### src/rtl/game_pkg.sv
// rtl/game_pkg.sv - shared types and helpers for the maze-game round sequencer
package game_pkg;

   typedef enum logic [2:0] {
      IDLE   = 3'd0,
      GEN    = 3'd1,
      PLAY   = 3'd2,
      JUDGE  = 3'd3,
      RESULT = 3'd4,
      OVER   = 3'd5
   } round_state_t;

   localparam int WIN_ALL = 0;
   localparam int WIN_ANY = 1;

   // diff is the already sign-extended BASE_WAIT - rating
   function automatic int clamp_wait(input int diff, input int min_wait);
      return (diff < min_wait) ? min_wait : diff;
   endfunction

endpackage

### src/rtl/round_countdown.sv
// rtl/round_countdown.sv - loadable per-second countdown with pause and zero flag
module round_countdown #(
   parameter int TIMER_WIDTH = 8
) (
   input  logic                   clk,
   input  logic                   arst,
   input  logic                   load,
   input  logic [TIMER_WIDTH-1:0] load_val,
   input  logic                   tick,
   input  logic                   pause,
   output logic [TIMER_WIDTH-1:0] count,
   output logic                   zero
);

   // a tick seen while paused is simply lost
   always_ff @(posedge clk or posedge arst) begin
      if (arst) begin
         count <= '0;
      end else if (load) begin
         count <= load_val;
      end else if (tick && !pause && count != '0) begin
         count <= count - 1'b1;
      end
   end

   assign zero = (count == '0);

endmodule

### src/rtl/game_round_ctrl.sv
// rtl/game_round_ctrl.sv - multi-ball round sequencer: regen, countdown, judge, lives and score
module game_round_ctrl
   import game_pkg::*;
#(
   parameter int SCREEN_WIDTH  = 400,
   parameter int SCREEN_HEIGHT = 600,
   parameter int N_BALLS       = 2,
   parameter int RATING_WIDTH  = 8,
   parameter int TIMER_WIDTH   = 8,
   parameter int BASE_WAIT     = 10,
   parameter int MIN_WAIT      = 2,
   parameter int INIT_LIVES    = 3,
   parameter int SCORE_WIDTH   = 16,
   parameter int WIN_MODE      = WIN_ALL,
   localparam int XW = $clog2(SCREEN_WIDTH),
   localparam int YW = $clog2(SCREEN_HEIGHT),
   localparam int LW = $clog2(INIT_LIVES + 1)
) (
   input  logic                    clk,
   input  logic                    arst,
   input  logic                    i_tick,
   input  logic                    i_start,
   input  logic                    i_pause,
   input  logic [RATING_WIDTH-1:0] i_rating,
   input  logic [N_BALLS*XW-1:0]   i_ball_x,
   input  logic [N_BALLS*YW-1:0]   i_ball_y,
   output logic                    o_regen,
   input  logic                    i_zone_rdy,
   output logic                    o_query_valid,
   output logic [XW-1:0]           o_query_x,
   output logic [YW-1:0]           o_query_y,
   input  logic                    i_is_safe,
   output logic [2:0]              o_state,
   output logic [TIMER_WIDTH-1:0]  o_time_left,
   output logic [N_BALLS-1:0]      o_safe_mask,
   output logic                    o_win,
   output logic                    o_lose,
   output logic                    o_game_over,
   output logic [LW-1:0]           o_lives,
   output logic [SCORE_WIDTH-1:0]  o_score
);

   localparam int CW = $clog2(N_BALLS + 1);
   localparam logic signed [RATING_WIDTH:0] BASE_S = (RATING_WIDTH + 1)'(BASE_WAIT);

   round_state_t              state;
   logic [1:0]                gen_cnt;
   logic [CW-1:0]             judge_cnt;
   logic [TIMER_WIDTH-1:0]    wait_lat;
   logic [N_BALLS*XW-1:0]     snap_x;
   logic [N_BALLS*YW-1:0]     snap_y;
   logic signed [RATING_WIDTH:0] wait_diff;
   logic [TIMER_WIDTH-1:0]    wait_val;
   logic [N_BALLS-1:0]        next_mask;
   logic                      judge_win;
   logic                      go_gen;
   logic                      cd_load;
   logic                      cd_tick;
   logic                      cd_zero;

   assign wait_diff = BASE_S - $signed({1'b0, i_rating});
   assign wait_val  = TIMER_WIDTH'(clamp_wait(int'(wait_diff), MIN_WAIT));

   assign cd_load = (state == GEN) && (gen_cnt == 2'd2) && i_zone_rdy;
   assign cd_tick = (state == PLAY) && i_tick;
   assign go_gen  = ((state == IDLE || state == OVER) && i_start) ||
                    (state == RESULT && o_lives != '0);

   round_countdown #(.TIMER_WIDTH(TIMER_WIDTH)) u_countdown (
      .clk      (clk),
      .arst     (arst),
      .load     (cd_load),
      .load_val (wait_lat),
      .tick     (cd_tick),
      .pause    (i_pause),
      .count    (o_time_left),
      .zero     (cd_zero)
   );

   // result for ball k arrives while judge_cnt == k+1
   always_comb begin
      next_mask = o_safe_mask;
      for (int k = 0; k < N_BALLS; k++) begin
         if (judge_cnt == CW'(k + 1)) next_mask[k] = i_is_safe;
      end
      judge_win = (WIN_MODE == WIN_ANY) ? |next_mask : &next_mask;
   end

   assign o_state = state;

   always_ff @(posedge clk or posedge arst) begin
      if (arst) begin
         state         <= IDLE;
         gen_cnt       <= '0;
         judge_cnt     <= '0;
         wait_lat      <= '0;
         snap_x        <= '0;
         snap_y        <= '0;
         o_regen       <= 1'b0;
         o_query_valid <= 1'b0;
         o_query_x     <= '0;
         o_query_y     <= '0;
         o_safe_mask   <= '0;
         o_win         <= 1'b0;
         o_lose        <= 1'b0;
         o_game_over   <= 1'b0;
         o_lives       <= LW'(INIT_LIVES);
         o_score       <= '0;
      end else begin
         o_regen <= 1'b0;
         o_win   <= 1'b0;
         o_lose  <= 1'b0;

         case (state)
            IDLE: begin
               if (i_start) begin
                  o_lives <= LW'(INIT_LIVES);
                  o_score <= '0;
               end
            end
            GEN: begin
               // zone_rdy may still be high from the previous level for two cycles
               if (gen_cnt != 2'd2) begin
                  gen_cnt <= gen_cnt + 1'b1;
               end else if (i_zone_rdy) begin
                  state <= PLAY;
               end
            end
            PLAY: begin
               if (cd_zero) begin
                  state         <= JUDGE;
                  judge_cnt     <= '0;
                  o_query_valid <= 1'b1;
                  o_query_x     <= i_ball_x[XW-1:0];
                  o_query_y     <= i_ball_y[YW-1:0];
                  snap_x        <= i_ball_x >> XW;
                  snap_y        <= i_ball_y >> YW;
               end
            end
            JUDGE: begin
               judge_cnt <= judge_cnt + 1'b1;
               if (int'(judge_cnt) + 1 < N_BALLS) begin
                  o_query_valid <= 1'b1;
                  o_query_x     <= snap_x[XW-1:0];
                  o_query_y     <= snap_y[YW-1:0];
                  snap_x        <= snap_x >> XW;
                  snap_y        <= snap_y >> YW;
               end else begin
                  o_query_valid <= 1'b0;
               end
               if (judge_cnt != '0) o_safe_mask <= next_mask;
               if (judge_cnt == CW'(N_BALLS)) begin
                  state <= RESULT;
                  if (judge_win) begin
                     o_win <= 1'b1;
                     if (o_score != '1) o_score <= o_score + 1'b1;
                  end else begin
                     o_lose  <= 1'b1;
                     o_lives <= o_lives - 1'b1;
                  end
               end
            end
            RESULT: begin
               if (o_lives == '0) begin
                  state       <= OVER;
                  o_game_over <= 1'b1;
               end
            end
            OVER: begin
               if (i_start) begin
                  o_lives     <= LW'(INIT_LIVES);
                  o_score     <= '0;
                  o_game_over <= 1'b0;
               end
            end
            default: state <= IDLE;
         endcase

         if (go_gen) begin
            state    <= GEN;
            o_regen  <= 1'b1;
            gen_cnt  <= '0;
            wait_lat <= wait_val;
         end
      end
   end

endmodule
### config.mk
export PLATFORM = sky130hd
export DESIGN_NAME = game_round_ctrl
export DESIGN_NICKNAME = d
export VERILOG_FILES = /design/src/rtl/game_pkg.sv /design/src/rtl/round_countdown.sv /design/src/rtl/game_round_ctrl.sv
export SDC_FILE = /design/constraint.sdc
export NUM_CORES = 1
export LEC_CHECK = 0
export ABC_AREA = 1
export CORE_MARGIN = 4
export CORE_UTILIZATION = 45
export CTS_BUF_LIST = sky130_fd_sc_hd__clkbuf_4
export CTS_CLUSTER_SIZE = 16
export DETAILED_ROUTE_END_ITERATION = 10
export GPL_ROUTABILITY_DRIVEN = 1
export PLACE_DENSITY = 0.73
export SETUP_SLACK_MARGIN = 0.5
export SYNTH_ARGS = -nofsm -noshare
export SYNTH_HDL_FRONTEND = slang
export SYNTH_SLANG_ARGS = --single-unit
### constraint.sdc
create_clock -name clk -period 4 [get_ports clk]
set_input_delay 1 -clock clk [delete_from_list [all_inputs] [get_ports clk]]
set_output_delay 1 -clock clk [all_outputs]
set_load 0.01 [all_outputs]
==> reports/results.ini, run 1 <==
[die]
die_area_um2 = 11900
start_util_pct = 46.5
core_um2 = 9860
io_pins = 108
die_w_um = 109
fp-row-count = 36
die_h_um = 109

[route]
firstDrtPassIters = 7
vias = 4120
drc_errors = 0
ant_nets = 0
drt_iter0_drc = 205
routed_wl_um = 10900
routedWlPerCell_um = 13.3
routed_via_density = 5.01

[yosys]
syn_inst = 581
synth-seq-cells = 86
ys_seq_area_share_pct = 46.9
synth_largest_area_cell = dfrtp_1
synthTopCellsByCount = 186 x nand2_1, 84 x dfrtp_1, 64 x inv_1
synth_edf_count = 0
synth_area_um2 = 4590
syn_nets = 643
ys_types = 33
yosysMostFrequentCell = nand2_1
yosys.area.top_type_share_pct = 45.8
async_flop_share_pct = 100
ys.flop_type = dfrtp_1
synth.area.top_cells = dfrtp_1 46%, nand2_1 15%, o21ai_0 6.9%, inv_1 5.2%, nor2_1 4.3%
ys_warn_count = 0
avgSynthCellArea_um2 = 7.90

[clock_network]
cts.sinks = 86
cts_tree = built
cts_buffers = 9
cts_max_level = 3
clkTransAtPathRegs_ns = 0.15
cts_root_buf = clkbuf_4
worstSkewPairLatency_ns = 0.44
ctsResizeCount = 0
cts_setup_buffers = 0
ctsHoldBuffers = 0
cts_max_path_buffers = 2

[worst_hold_path]
min_to = snap_y[3]
min-delay-start = snap_y[3]
worst_hold_path_type = register to register
hold_depth = 2

[final_layout]
finalNetCount = 747
layout-drive-gt1-share_pct = 5.22
antenna-diode-count = 0
area_growth_pct = 28.1
stdcell_area_um2 = 5880

[placed_design]
hpwl_um = 8340
place_area_um2 = 5750
port_buffers = 107
place.gp.congestion = 0.861

[critical_path]
timing.rr.end = snap_y[1]
criticalPathCategory = register to register
path_max_fanout = 32
r2r_cells = 9
critPathMaxStageDelay_ns = 0.53
cpMaxStageDelayCell = nand2_1
cp-end-kind = register
cp.required_ns = 4.29
path_common_cell = nand2_1
cp-start-kind = register
cp.arrival_ns = 2.93
crit_chain = inv_1, nand3_4, inv_4, nand2_1, nand2_1, nand2_1, buf_4, nand2_1, o21ai_0
crit-reg2reg-launch = o_state[2]
regToRegSetupSlack_ns = 1.36

[power_and_ir_drop]
irDropWorstVdd_mv = 0.266
switching_share_pct = 42.4
netSwitchingPower_w = 0.00154
power_frac_comb_pct = 46.8
p_leak_nw = 2.89
clock_power_share_pct = 13.2
p_seq_share_pct = 40.1
p_int_w = 0.00210
p_per_area_nw_per_um2 = 620

[grt]
grt_usage_pct = 19.0
overflow = 0
grt_pass1_wl_um = 18200
first_global_vias = 3970
antenna_found_initial = 0
grt_max_degree = 51

[timing]
fin_skew_ns = 0.0252
tightestPinTransition_ns = 0.912
fin_crit_ns = 2.64
max_slew_margin_pct = 39.1
hold_viol = 0
fmax_mhz = 379
finalSetupViolCount = 0
period_share_pct = 65.9
rsz0062_at_grt = no
finalSetupTns_ns = 0
drv_slew = 0

[status]
outcome = completed

[job]
cap_violations = 0

==> worst max path at each step <==
stage | from | to | slack (ns) | cells past startpoint
global route | o_state[2] | snap_y[1] | 1.06 | 9
detailed placement | o_state[2] | snap_y[1] | 1.35 | 9
floorplan | arst | gen_cnt[0] | 0.78 | 1
global placement | o_state[2] | snap_y[1] | 1.43 | 9
finish | o_state[2] | snap_y[1] | 1.36 | 9
CTS | o_state[2] | snap_y[1] | 1.33 | 9
==> sequential cells by signal, summed over array words and instances (netlist names) <==
register and count:
wait_lat 8, o_state 3, u_countdown.count 8, o_score 16, o_query_x 9, o_win 1, o_game_over 1, o_safe_mask 2
snap_x 9, judge_cnt 2, o_regen 1, o_lives 2, o_lose 1, o_query_y 10, o_query_valid 1, snap_y 10
gen_cnt 2
==> placed cells by master (no fill, tap or decap), types with 2 or more instances in the layout <==
cell type,count
dfrtp_1,84
nand2_4,4
ha_1,9
a21oi_1,2
clkinvlp_4,2
inv_6,3
clkbuf_4,9
o21ai_0,63
buf_4,2
nand4_1,10
inv_1,63
xor2_1,10
nand3_1,33
inv_8,2
nor2_1,52
nor3_1,3
clkdlybuf4s50_1,107
dfstp_2,2
mux2i_1,19
nand2_1,186
o21ai_1,9
==> stage by stage <==
stage / setup slack [ns] / power [W] / hold WS, ns / cells / utilization (%)
2_1_floorplan: 0.781 / 0.00250 / 0.452 / 581 / -
3_3_place_gp: 1.43 / 0.00313 / 0.466 / 807 / 58.2
3_5_place_dp: 1.35 / 0.00320 / 0.472 / 807 / 58.2
4_1_cts: 1.33 / 0.00367 / 0.507 / 823 / 59.6
5_1_grt: 1.06 / 0.00396 / 0.535 / 823 / 59.6
6_report: 1.36 / 0.00364 / 0.500 / 823 / 59.6
==> cell type report <==
type / instances / area [µm²]
Fill cell: 900 / 3990
Sequential cell: 86 / 2150
Multi-Input combinational cell: 412 / 2070
Timing Repair Buffer: 110 / 1110
Inverter: 66 / 251
Tap cell: 133 / 166
Clock buffer: 9 / 67.6
Clock inverter: 7 / 63.8
==> power by group through the flow <==
stage / Clock, W / Sequential [W] / Combinational, W
global route: 0.000531 / 0.00151 / 0.00192
floorplan: 0 / 0.00151 / 0.000992
detailed placement: 0 / 0.00147 / 0.00172
finish: 0.000480 / 0.00146 / 0.00170
global placement: 0 / 0.00146 / 0.00166
CTS: 0.000492 / 0.00146 / 0.00172
==> cells by family after synthesis <==
logic type	share of synthesized area, %
AND/OR/NAND/NOR	27.7
adder cells (fa/ha/maj)	2.45
multiplexers	4.14
flip-flops	46.9
XOR/XNOR	2.10
AO/OA/AOI/OAI	8.62
buffers and inverters	8.01
==> critical path: cells and delay by family, from the launching register on <==
kind / cells / cell delay [ns]
simple gates: 5 / 1.09
buf+inv: 3 / 0.81
flops: 1 / 0.52
compound gates: 1 / 0.07
==> per-layer routing <==
metal | share of wire, % | GRT usage [%] | vias to the layer above
li1 | - | - | 2058
met1 | 44 | 24.4 | 1919
met2 | 49 | 32.3 | 129
met3 | 5.2 | 3.79 | 14
met4 | 1.9 | 6.04 | 0
met5 | 0 | 0 | -
(Power assumes the default switching activity.)
==> inputs of run 2 (changes only) <==
==> constraint.sdc (replaced) <==
create_clock -name clk -period 2.7 [get_ports clk]
set_input_delay 0.675 -clock clk [delete_from_list [all_inputs] [get_ports clk]]
set_output_delay 0.675 -clock clk [all_outputs]
set_load 0.01 [all_outputs]
==> reports/results.ini, run 2 (synthesis gave the netlist of run 1 again) <==
[status]
outcome = completed

[clock_network]
cts.sinks = 86
clkTransAtPathRegs_ns = 0.14
worstSkewPairLatency_ns = 0.45
cts_buffers = 9
cts_max_path_buffers = 2
cts_max_level = 3
cts_root_buf = clkbuf_4
ctsHoldBuffers = 0
cts_tree = built

[critical_path]
cp-start-kind = register
regToRegSetupSlack_ns = 0.76
path_max_fanout = 5
crit-reg2reg-launch = o_state[0]
crit_chain = clkdlybuf4s50_1
cp.required_ns = 2.03
cp-startpoint = o_score[8]
cpMaxStageDelayCell = clkdlybuf4s50_1
timing.rr.end = wait_lat[1]
critPathTopFamily = buffers and inverters
cp.arrival_ns = 1.44
r2r_cells = 8
criticalPathCategory = register to primary output
critPathMaxStageDelay_ns = 0.55
cp-end-kind = primary output
path_buf_inv = 1

[route]
wl_met1_um = 5110
drt_iter0_drc = 304
vias = 4062
ant_nets = 0
routed_wl_um = 11000
routed-wl-met2_um = 5210
drc_errors = 0
routedWlPerCell_um = 13.2
firstDrtPassIters = 4
met3_length_um = 539
routed_via_density = 4.89
dr.max_layer_used = met4

[placed_design]
place.gp.congestion = 0.834
port_buffers = 107
hpwl_um = 7970
place_ws_ns = 0.490

[die]
start_util_pct = 46.5
die_w_um = 109
core_um2 = 9860
die_h_um = 109
die_area_um2 = 11900
io_pins = 108
fp-row-count = 36

[final_layout]
num-fill-cells = 876
finalNetCount = 754
largest_register_ffs = 16
layout-drive-gt1-share_pct = 8.61
area_growth_pct = 30.2
layout_common_cells = 186 x nand2_1, 102 x clkdlybuf4s50_1, 67 x dfrtp_1
regMostFlops = o_score
layout_commonest_cell = nand2_1
reg_top3 = o_score: 16 flops, o_query_y: 10 flops, snap_y: 10 flops

[grt]
grt_pass1_wl_um = 18000
grt_usage_pct = 19.1
antenna_found_initial = 1
grt_max_degree = 83
first_global_vias = 3865
overflow = 0

[job]
cap_violations = 0

[timing]
period_share_pct = 78.4
hold_viol = 0
finalSetupViolCount = 0
tightestPinTransition_ns = 0.515
rsz0062_at_grt = no
drv_slew = 0
fin_skew_ns = 0.0278
max_slew_margin_pct = 65.7
fmax_mhz = 473
fin_crit_ns = 2.12
finalSetupTns_ns = 0
worst_slack_ns = 0.584

[worst_hold_path]
worst_hold_path_type = primary input to async pin

[power_and_ir_drop]
p_leak_nw = 2.95
p_per_area_nw_per_um2 = 919
irDropWorstVdd_mv = 0.408

-- run 2: cell types whose count changed in the layout (fill, tap and decap cells not counted) --
cell,delta
dlygate4sd2_1,+2
clkdlybuf4s50_1,-5
inv_6,+1
inv_8,-2
bufinv_16,+1
buf_4,+7
dlymetal6s2s_1,+3
diode_2,+1
dfrtp_2,+17
dfrtp_1,-17
-- run 2: worst max path at each step --
stage | to | cells past startpoint
2_1_floorplan | o_score[9] | 11
3_3_place_gp | o_score[11] | 8
3_5_place_dp | o_score[11] | 8
4_1_cts | o_state[0] | 1
5_1_grt | o_time_left[5] | 1
6_report | o_score[8] | 1
-- run 2: power by group --
group          internal, W  switching [W]  total (W)
sequential         0.00178       0.000374    0.00216
combinational      0.00114        0.00142    0.00256
clock             0.000294       0.000478   0.000772
total              0.00322        0.00227    0.00549
-- run 2: what timing repair did --
action                     CTS  global route
buffers inserted             0             6
setup endpoints to repair    6            21
resized for setup            6            16
-- run 2: through the flow --
stage / cell area, µm² / hold slack [ns] / instances / utilization [%] / total power [W]
after floorplan: 4590 / 0.452 / 581 / - / 0.00370
after global placement: 5760 / 0.464 / 808 / 58.3 / 0.00463
after detailed placement: 5760 / 0.472 / 808 / 58.3 / 0.00472
after CTS: 5900 / 0.447 / 824 / 59.8 / 0.00550
after global routing: 5970 / 0.446 / 831 / 60.6 / 0.00595
final: 5970 / 0.472 / 831 / 60.6 / 0.00549
-- run 2: routing by layer --
| layer | vias up | global-route usage [%] |
|---|---|---|
| li1 | 2069 | - |
| met1 | 1893 | 25.8 |
| met2 | 90 | 31.3 |
| met3 | 10 | 3.55 |
| met4 | 0 | 5.68 |
| met5 | - | 0 |
-- run 2: worst reg2reg max path, stage by stage (launching register included) --
cell     delay [ns]
dfrtp_2        0.51
nor2_1         0.20
nand2_1        0.09
nand2_2        0.32
nand2_4        0.20
o21ai_2        0.26
nand2_1        0.11
nor2_1         0.12
nor2_1         0.05
-- run 2: final cells by class --
cell class                 count  area, µm²  share of cell area (%)
antenna                        1       2.50                  0.0419
clock buffer                   9       67.6                    1.13
clock inverter                 7       77.6                    1.30
inverter                      66        254                    4.25
multi-input combinational    412       2070                    34.6
sequential                    86       2180                    36.4
tap                          133        166                    2.79
timing repair buffer         117       1160                    19.5
==> inputs of run 3 (changes only) <==
--- a/config.mk
+++ b/config.mk
@@ -12,7 +12,7 @@
 export CTS_CLUSTER_SIZE = 16
 export DETAILED_ROUTE_END_ITERATION = 10
 export GPL_ROUTABILITY_DRIVEN = 1
-export PLACE_DENSITY = 0.73
+export PLACE_DENSITY = 0.76
 export SETUP_SLACK_MARGIN = 0.5
 export SYNTH_ARGS = -nofsm -noshare
 export SYNTH_HDL_FRONTEND = slang
==> constraint.sdc (replaced) <==
create_clock -name clk -period 1.75 [get_ports clk]
set_input_delay 0.4375 -clock clk [delete_from_list [all_inputs] [get_ports clk]]
set_output_delay 0.4375 -clock clk [all_outputs]
set_load 0.01 [all_outputs]
==> reports/results.ini, run 3 (synthesis gave the netlist of run 1 again) <==
[timing]
max_slew_margin_pct = 75.3
fmax_mhz = 595
fin_crit_ns = 1.68
worst_slack_ns = 0.0697
drv_slew = 0
rsz0062_at_grt = yes
fin_skew_ns = 0.0369
tightestPinTransition_ns = 0.369
finalSetupViolCount = 0
period_share_pct = 96.0
hold_viol = 0

[placed_design]
hpwl_um = 8340
place.gp.congestion = 0.884
place_area_um2 = 6030
port_buffers = 107
place_ws_ns = -0.142

[route]
ant_nets = 0
vias = 4901
routed_via_density = 5.23
routed_wl_um = 15300
firstDrtPassIters = 5
routedWlPerCell_um = 16.3
drc_errors = 0
drt_iter0_drc = 260

[clock_network]
cts_root_buf = clkbuf_4
cts_buffers = 9
worstSkewPairLatency_ns = 0.44
cts_max_path_buffers = 2
clkTransAtPathRegs_ns = 0.16
ctsHoldBuffers = 0
cts_max_level = 3
cts_tree = built
cts.sinks = 86

[worst_hold_path]
worst_hold_path_type = primary input to async pin

[final_layout]
finalNetCount = 861
layout-drive-gt1-share_pct = 43.5
area_growth_pct = 67.2
largest_register_ffs = 16
regMostFlops = o_score
antenna-diode-count = 0
stdcell_area_um2 = 7670
multi_input_area_um2 = 2840
reg_top3 = o_score: 16 flops, o_query_y: 10 flops, snap_y: 10 flops
layout_common_cells = 117 x nand2_1, 75 x dfrtp_1, 71 x buf_4
layout_commonest_cell = nand2_1
seq_area_um2 = 2170
num-fill-cells = 613

[critical_path]
cp-start-kind = register
cp.arrival_ns = 2.06
crit-reg2reg-launch = u_countdown.count[0]
cp.required_ns = 2.13
criticalPathCategory = register to register
cp-end-kind = register
path_max_fanout = 6
cp-startpoint = u_countdown.count[0]

[die]
start_util_pct = 46.5
fp-row-count = 36
die_h_um = 109
io_pins = 108
die_area_um2 = 11900
core_um2 = 9860
die_w_um = 109

[power_and_ir_drop]
total_power_w = 0.0121
irDropWorstVdd_mv = 0.896
p_leak_nw = 3.87
p_per_area_nw_per_um2 = 1580

[status]
outcome = completed

[grt]
antenna_found_initial = 0
grt_pass1_wl_um = 22500
grt_usage_pct = 24.2
grt_max_degree = 51
first_global_vias = 4819
overflow = 0

[job]
cap_violations = 0

[run 3: stage by stage]
step	cells	hold slack [ns]	setup TNS, ns	util, %
floorplan	581	0.452	0	-
global placement	820	0.472	-0.520	61.1
detailed placement	820	0.477	-1.95	61.1
CTS	906	0.403	0	69.8
global route	937	0.444	-0.0317	77.8
finish	937	0.404	0	77.8
[run 3: layout make-up]
class | count | area share, %
clock buffers | 9 | 0.881
clock inverters | 7 | 0.701
inverters | 66 | 3.51
multi-input cells | 416 | 37.1
flip-flops and latches | 86 | 28.2
well taps | 133 | 2.17
repair buffers | 220 | 27.5
[run 3: what timing repair did]
action / CTS / global route
cloned: 8 / 5
pin swaps: 34 / 33
endpoints found under the setup margin: 140 / 141
setup buffers: 62 / 26
gates resized for setup: 310 / 137
[run 3: power breakdown]
| part | total [W] | internal [W] | switching [W] |
|---|---|---|---|
| Clock | 0.00107 | 0.000304 | 0.000761 |
| Sequential | 0.00329 | 0.00275 | 0.000546 |
| Combinational | 0.00777 | 0.00385 | 0.00392 |
[run 3: critical path, stage by stage (launching register included)]
cell and delay [ns]:
dfrtp_1 0.44, buf_6 0.14, inv_4 0.07, ha_4 0.13, nand4_1 0.17, nand2_4 0.17
buf_6 0.14, nor2_4 0.05, nor2_4 0.16, nand2_1 0.08, nand2_1 0.08
[run 3: final timing paths]
kind	end	slack, ns	cells past startpoint
hold reg to reg	u_countdown.count[6]	0.48	2
setup reg to reg	u_countdown.count[0]	0.07	10
setup / recovery	u_countdown.count[0]	0.07	10
min in group clk	u_countdown.count[6]	0.48	2
max in group asynchronous	u_countdown.count[2]	1.02	3
hold / removal	o_score[5]	0.40	3
[run 3: per-layer routing]
layer,vias up,wire [µm],GRT usage (%),share of wire [%]
met5,-,0,0,0
met3,51,752,4.38,4.9
met1,2371,6040,28.2,39
li1,2298,-,-,-
met2,181,7990,42.6,52
met4,0,527,11.6,3.4
==> edit: new RTL, config.mk and constraints of run 1 <==
Set the parameter `SCREEN_WIDTH` to 800 (it was 400).
--- a/src/rtl/game_round_ctrl.sv
+++ b/src/rtl/game_round_ctrl.sv
@@ -3,5 +3,5 @@
    import game_pkg::*;
 #(
-   parameter int SCREEN_WIDTH  = 400,
+   parameter int SCREEN_WIDTH  = 800,
    parameter int SCREEN_HEIGHT = 600,
    parameter int N_BALLS       = 2,
Interface: changed (resized i_ball_x and o_query_x); port bits go from 108 to 111. The function was not compared with the original's and may differ.
==> edit against run 1 <==
- power up 4.9%
- sequential power about the same
- area after synthesis up 1.5%
- maximum frequency down 1.5%
- clock skew down 14 ps
- highest routed layer unchanged
- sequential cell count up 2
- largest cell class unchanged
- setup slack worse by 40 ps
- via count down 0.90%
- final area up 1.7%
- wire length about the same
- non-clock buffer count up 4
- count of clock-buffer cells in the layout up 2
==> edit: results (changes against run 1) <==
STATUS='complete, no violations'  # unchanged
SYNTH_COMPOUND_GATE_AREA_SHARE_PCT=7.225  # was 8.615%
NON_CLOCK_BUFFER_AREA_SHARE_PCT=19.13  # was 18.82%
DRT_PRE_ANTENNA_ITERS=4  # was 7
CLOCK_BUFFERS=11  # was 9
CLK_SHARE_PCT=1.947  # was 2.235%
INVERTERS_EXCL_CLOCK=53  # was 66
LAYOUT.CELLS.NON_FILLER=825  # was 823
N_ALL_BUFFERS=114  # was 110
CRIT_PATH_SLOWEST_CELL='sky130_fd_sc_hd__nand3_2'  # was sky130_fd_sc_hd__nand2_1
MUXSHAREOFSYNTHAREA_PCT=4.781  # was 4.144%
SYNTH-XOR-AREA-SHARE_PCT=2.256  # was 2.099%
POWER_LEAKAGE_uW=0.002932  # was 0.002886 uW
REG2REG_SETUP_SLACK_PS=1320  # was 1360 ps
GRT_USAGE_PCT=19.13  # was 19.03%
HPWL_DETAILED_MM=8.185  # was 8.340 mm
POST_SYNTH_FA_HA_MAJ_AREA_FRACTION_PCT=2.417  # was 2.454%
TIMING.RR.END='o_query_x[2]'  # was snap_y[1]
WORST-ENDPOINT-ARRIVAL_PS=3050  # was 2930 ps
COMB.MULTI_INPUT.COUNT=421  # was 412
SYNTH.YOSYS.SEQ_AREA_SHARE_PCT=47.33  # was 46.95%
GRT_MAX_DEGREE=61  # was 51
PLACE.GP.CONGESTION=0.8465  # was 0.8606
NFILLCELLS=920  # was 900
DRIVE_ABOVE_1_SHARE_PCT=7.514  # was 5.217%
HOLD_PATH_END='snap_x[7]'  # was snap_y[3]
GRT_PASS1_WL_MM=18.13  # was 18.16 mm
TIGHTEST_SLEW_PS=850.5  # was 911.9 ps
## edit: cell count changes in the layout (fill, tap and decap cells not counted), sizes merged, moves of 3 or more
cell,run 1,this run
o21bai,0,3
xnor2,1,5
o21ai,73,51
xor2,10,7
nand2,191,207
clkinv,1,5
clkdlybuf4s50,107,110
inv,70,52
nor2,54,46
nand3,35,54
## edit: per-layer routing
layer | vias to the layer above | part of all wire, % | global-route usage, %
met3 | 11 | 4.7 | 4.404
li1 | 2076 | - | -
met5 | - | 0 | 0
met2 | 87 | 52 | 34.00
met1 | 1909 | 42 | 22.86
met4 | 0 | 1.3 | 6.055
## edit: metrics by stage
stage / total power, uW / utilization, % / hold slack [ps]
floorplan: 2677 / - / 441.2
global placement: 3338 / 59.14 / 453.6
detailed placement: 3409 / 59.14 / 458.2
CTS: 3863 / 60.32 / 491.2
global route: 4155 / 60.32 / 522.7
finish: 3822 / 60.32 / 485.9
## edit: power by group through the flow
| stage | logic (uW) | registers (uW) | clock network [uW] |
|---|---|---|---|
| 6_report | 1910 | 1460 | 456 |
| 5_1_grt | 2150 | 1500 | 506 |
| 4_1_cts | 1940 | 1460 | 467 |
| 3_5_place_dp | 1930 | 1480 | 0 |
| 3_3_place_gp | 1870 | 1470 | 0 |
| 2_1_floorplan | 1180 | 1500 | 0 |
## edit: how the worst max path moves through the flow
stage / cells after the start / from / end / slack [ps]
2_1_floorplan: 1 / arst / gen_cnt[0] / 720
3_3_place_gp: 7 / i_is_safe / o_score[15] / 1290
3_5_place_dp: 7 / i_is_safe / o_score[15] / 1260
4_1_cts: 6 / o_state[2] / o_query_y[4] / 1270
5_1_grt: 6 / o_state[2] / o_query_x[2] / 1080
6_report: 6 / o_state[2] / o_query_x[2] / 1320
